--- config.mk ---
export PLATFORM = sky130hd
export DESIGN_NAME = io_bank_responder
export DESIGN_NICKNAME = d
export VERILOG_FILES = /design/src/rtl/io_bank_responder.sv
export SDC_FILE = /design/constraint.sdc
export NUM_CORES = 1
export LEC_CHECK = 0
export BUFFER_PORTS_ARGS = -buffer_cell sky130_fd_sc_hd__buf_2
export CORE_ASPECT_RATIO = 0.75
export CORE_MARGIN = 2
export CORE_UTILIZATION = 50
export DETAILED_ROUTE_END_ITERATION = 8
export HOLD_SLACK_MARGIN = 0.12
export PLACE_DENSITY = 0.73
export SYNTH_ARGS = -nofsm -noshare
export SYNTH_HDL_FRONTEND = slang
export SYNTH_SLANG_ARGS = --single-unit
--- constraint.sdc ---
create_clock -name clk -period 4.3 [get_ports clk]
set_clock_uncertainty 0.05 [all_clocks]
set_input_delay 0.215 -clock clk [delete_from_list [all_inputs] [get_ports clk]]
set_output_delay 0.215 -clock clk [all_outputs]
set_load 0.1 [all_outputs]
--- src/rtl/io_bank_responder.sv ---
// Bank-2 MMIO responder: keypad status with sticky press flags,
// free-running millisecond counter and timer control word.
module io_bank_responder #(
  parameter int CLK_FREQ_HZ = 50000000,
  parameter int KEY_W       = 8
) (
  input  logic             clk,
  input  logic             rst,
  input  logic             en,
  input  logic             memWrite,
  input  logic             memRead,
  input  logic [12:0]      physAddr,
  input  logic [31:0]      wdata,
  input  logic [KEY_W-1:0] keyIn,
  output logic [31:0]      rdata,
  output logic             tickMs
);

  localparam int DIV = CLK_FREQ_HZ / 1000;
  localparam int PW  = (DIV > 2) ? $clog2(DIV) : 1;
  localparam logic [PW-1:0] TERM = PW'(DIV - 1);

  logic [1:0]       word;
  logic             wrAcc;
  logic             rdAcc;
  logic             selKeys;
  logic             selMs;
  logic             selCtrl;
  logic             selNone;

  logic [KEY_W-1:0] keySync1;
  logic [KEY_W-1:0] keySync;
  logic [KEY_W-1:0] keyPrev;
  logic [KEY_W-1:0] pending;
  logic [KEY_W-1:0] keyEdge;
  logic [KEY_W-1:0] clrMask;

  logic [PW-1:0]    presc;
  logic [31:0]      msCnt;
  logic             tmrEn;
  logic             wrap;

  logic [31:0]      keyWord;
  logic [31:0]      readMux;
  logic             unusedAddr;

  assign unusedAddr = ^{physAddr[12:4], physAddr[1:0]};

  assign word    = physAddr[3:2];
  assign wrAcc   = en & memWrite;
  // a simultaneous write wins, so the read (and its clear) is dropped
  assign rdAcc   = en & memRead & ~memWrite;
  assign selKeys = (word == 2'd0);
  assign selMs   = (word == 2'd1);
  assign selCtrl = (word == 2'd2);
  assign selNone = (word == 2'd3);

  assign keyEdge = keySync & ~keyPrev;
  assign wrap    = tmrEn && (presc == TERM);
  assign keyWord = (32'(pending) << 16) | 32'(keySync);

  always_comb begin
    clrMask = '0;
    if (rdAcc && selKeys)
      clrMask = pending;
    if (wrAcc && selCtrl && wdata[1])
      clrMask = '1;
  end

  always_comb begin
    readMux = '0;
    unique case (1'b1)
      selKeys: readMux = keyWord;
      selMs:   readMux = msCnt;
      selCtrl: readMux = {31'h0, tmrEn};
      selNone: readMux = '0;
      default: readMux = '0;
    endcase
  end

  always_ff @(posedge clk or posedge rst) begin
    if (rst) begin
      keySync1 <= '0;
      keySync  <= '0;
      keyPrev  <= '0;
      pending  <= '0;
    end else begin
      keySync1 <= keyIn;
      keySync  <= keySync1;
      keyPrev  <= keySync;
      // new edges are ORed after the clear so they survive a race
      pending  <= (pending & ~clrMask) | keyEdge;
    end
  end

  always_ff @(posedge clk or posedge rst) begin
    if (rst) begin
      presc  <= '0;
      tickMs <= 1'b0;
      msCnt  <= '0;
      tmrEn  <= 1'b1;
    end else begin
      if (tmrEn)
        presc <= wrap ? '0 : presc + 1'b1;
      tickMs <= wrap;
      if (wrAcc && selMs)
        msCnt <= wdata;
      else if (wrap)
        msCnt <= msCnt + 32'd1;
      if (wrAcc && selCtrl)
        tmrEn <= wdata[0];
    end
  end

  always_ff @(posedge clk or posedge rst) begin
    if (rst)
      rdata <= '0;
    else if (rdAcc)
      rdata <= readMux;
  end

endmodule

==> metrics.txt <==
status=completed; Synth top area share=56.1%; clk sinks=114; Hold Vio Cnt, Final=0; antenna viol nets, final=0; Worst R2R Start=presc[0]; number of global-route vias before repair=3982; drt total wl=11.8 mm; crit-path leading delay family=simple AND/OR/NAND/NOR gates; Crit path buffers/inverters=0; Crit Path Class=register to register; GRT Residual Overflow=0; Primary FF master, synth=dfrtp_1; Initial Util=51.8%; Routed wire per std cell=15.5 um; Placed Instances=689; max_slew headroom=32.2%; fill count=745; initial antenna violation count=0; Avg Inst Size Synth=10.2 sq um; post-synthesis sequential area ratio=56.6%; fin. max-slew vios=0; RSZ-0062 raised after global routing=false; H-tree lvl count=4; Levels on crit path=6; Core Rows=31; die area=0.0109 sq mm; Synth cell types=43; Net count, final=677; placed cell area=0.00555 sq mm; Cell Chain, Critical Path=ha_1 -> nand4_1 -> nor4_4 -> nand3_2 -> or3_1 -> a31oi_1; clock latency on the worst-skew pair=0.40 ns; EDFF count, synth=0; Syn-to-layout area delta=31.7%; first-pass GRT wire length=19.9 mm; commonest cells in the netlist=dfrtp_1 (113), nand2_1 (102), o21ai_0 (50); synth top area cells=dfrtp_1 (56%), nand2_1 (7.6%), o21ai_0 (5.0%), xor2_1 (4.0%), mux2i_1 (3.6%); initial drt markers=320; Leak Pwr=0.00306 uW; Synth Net Count=556; MaxCap Viol Count=0; worst reg2reg path depth=6; layout cells sized above 1=20.5%; Final Setup Violations=0; Max FO, Critical Path=10; synthesized area=0.00504 sq mm; Yosys reg bits=114; TritonCTS clock tree=done; Detail Placement HPWL=7.84 mm; total track usage=23.5%; CP max-delay cell=nor4_4; Pwr Total=3670 uW; FFs w/ async S/R, synth=100%; io pins=91; crit path to=msCnt[18]; final setup TNS=0 ns; Die X=120 um; CP Data Arrival Time=2.92 ns; # diodes=0; Std-Cell Core Area=0.00974 sq mm; YS warnings=0; Post-Layout Cell Count=762; Post-Synthesis Cells=496; Critical path origin=presc[0]; largest net degree at the start of global routing=86; reg2reg end=msCnt[18]; R2R Setup Slk=1.63 ns; Final Cycle Share=62.1%; DR vias/cell=5.31; Max clock buf depth=2; CTS Root Cell=clkbuf_16; critical path data required time=4.55 ns; VDD IR-drop max=0.371 mV; Synth area leader=dfrtp_1; Worst-Margin Slew=1.02 ns; max incr delay on CP=0.71 ns; crit path time final=2.67 ns; Worst setup SP type=register; Detailed Routing Iterations Pass 1=4; Vert. Die Dim=91.0 um; critical path capture point type=register; count leader, synth=dfrtp_1; Fmax=374 MHz; number of buffers created by CTS=17; Worst Hold Class=input port to register; via count=4043; Worst-path clk slew=0.05 ns; P per Cell Area=553 mW/mm^2; placer congestion estimate=0.800; design area=0.00664 sq mm; Residual DRC=0; Buffers on Ports=79
where the power goes:
part	internal, uW	leakage (uW)	switching (uW)	total (uW)
combinational	194	0.00134	524	718
clock	1090	0.000322	488	1580
sequential	1220	0.00139	151	1380
cells by family (layout without fill, tap and decap cells):
family,count (synthesis),after routing,share of synthesized area (%)
simple gates,208,208,20.8
buf+inv,37,171,2.95
xor+xnor,34,34,5.90
fa+ha+maj,2,2,0.496
mux,20,20,4.02
flops,114,114,56.6
compound gates,81,81,9.23
state kept, by name (all words and copies together) (netlist names):
register	count
keyPrev	8
keySync	8
keySync1	8
msCnt	32
pending	8
presc	16
rdata	32
tickMs	1
tmrEn	1
cell usage in the layout (no fill, tap or decap), types with 3 or more instances in the layout:
cell type        n
xor2_1          23
clkbuf_16       17
o21ai_0         50
mux2i_1         18
clkbuf_8         4
bufinv_16        5
xnor2_1         11
dfrtp_1        113
nand3_1         20
and4_1           4
nand2_1        102
nor4_1           4
nor3_1           3
and3_1          11
nor2_1          20
clkinvlp_4       3
or3_1            6
dlygate4sd3_1   41
a21oi_1          4
inv_1           11
buf_4            6
nand4_1         21
o31ai_1         15
a31oi_1          6
buf_2           79
how the worst min path moves through the flow:
stage	end	slack, ns	start	cells past startpoint
final	tmrEn	0.27	memWrite	3
after global routing	tmrEn	0.26	memWrite	3
after CTS	tmrEn	0.25	memWrite	3
after detailed placement	keySync1[2]	0.27	keyIn[2]	1
after global placement	keySync1[4]	0.27	keyIn[4]	1
after floorplan	keySync1[0]	0.20	keyIn[0]	0
tightest hold or removal path, delay by kind of cell:
kind	cells	cell delay [ns]
buffers and inverters	1	0.13
multiplexers	1	0.18
AND/OR/NAND/NOR	1	0.17
final cells by class:
class                   instances  area [sq um]  area share (%)
repair buffers                126           851            12.8
clock inverters                11           199            3.00
multi-input cells             345          2040            30.7
inverters                      13          51.3           0.772
clock buffers                  21           480            7.23
well taps                     132           165            2.49
flip-flops and latches        114          2850            43.0
per-stage QoR:
stage          utilization [%]  setup WS, ns  hold slack (ns)
2_1_floorplan                -          1.02            0.196
3_3_place_gp              57.0          1.70            0.273
3_5_place_dp              57.0          1.69            0.274
4_1_cts                   68.2          1.66            0.247
5_1_grt                   68.2          1.39            0.256
6_report                  68.2          1.63            0.271
repair_timing:
| action | in CTS | in global routing |
|---|---|---|
| resized for setup | 0 | 0 |
| hold buffers | 41 | 0 |
| setup endpoints to repair | 0 | 0 |
| buffers inserted | 0 | 0 |
| hold endpoints to repair | 124 | 0 |
routing by layer:
metal | vias to the layer above | share of wire [%] | GRT usage [%]
met5 | - | 0 | 0
li1 | 1983 | - | -
met2 | 97 | 47 | 36.5
met1 | 1944 | 47 | 32.3
met3 | 19 | 4.0 | 5.59
met4 | 0 | 1.9 | 9.02
No activity file was read; power rests on OpenSTA's default activity.
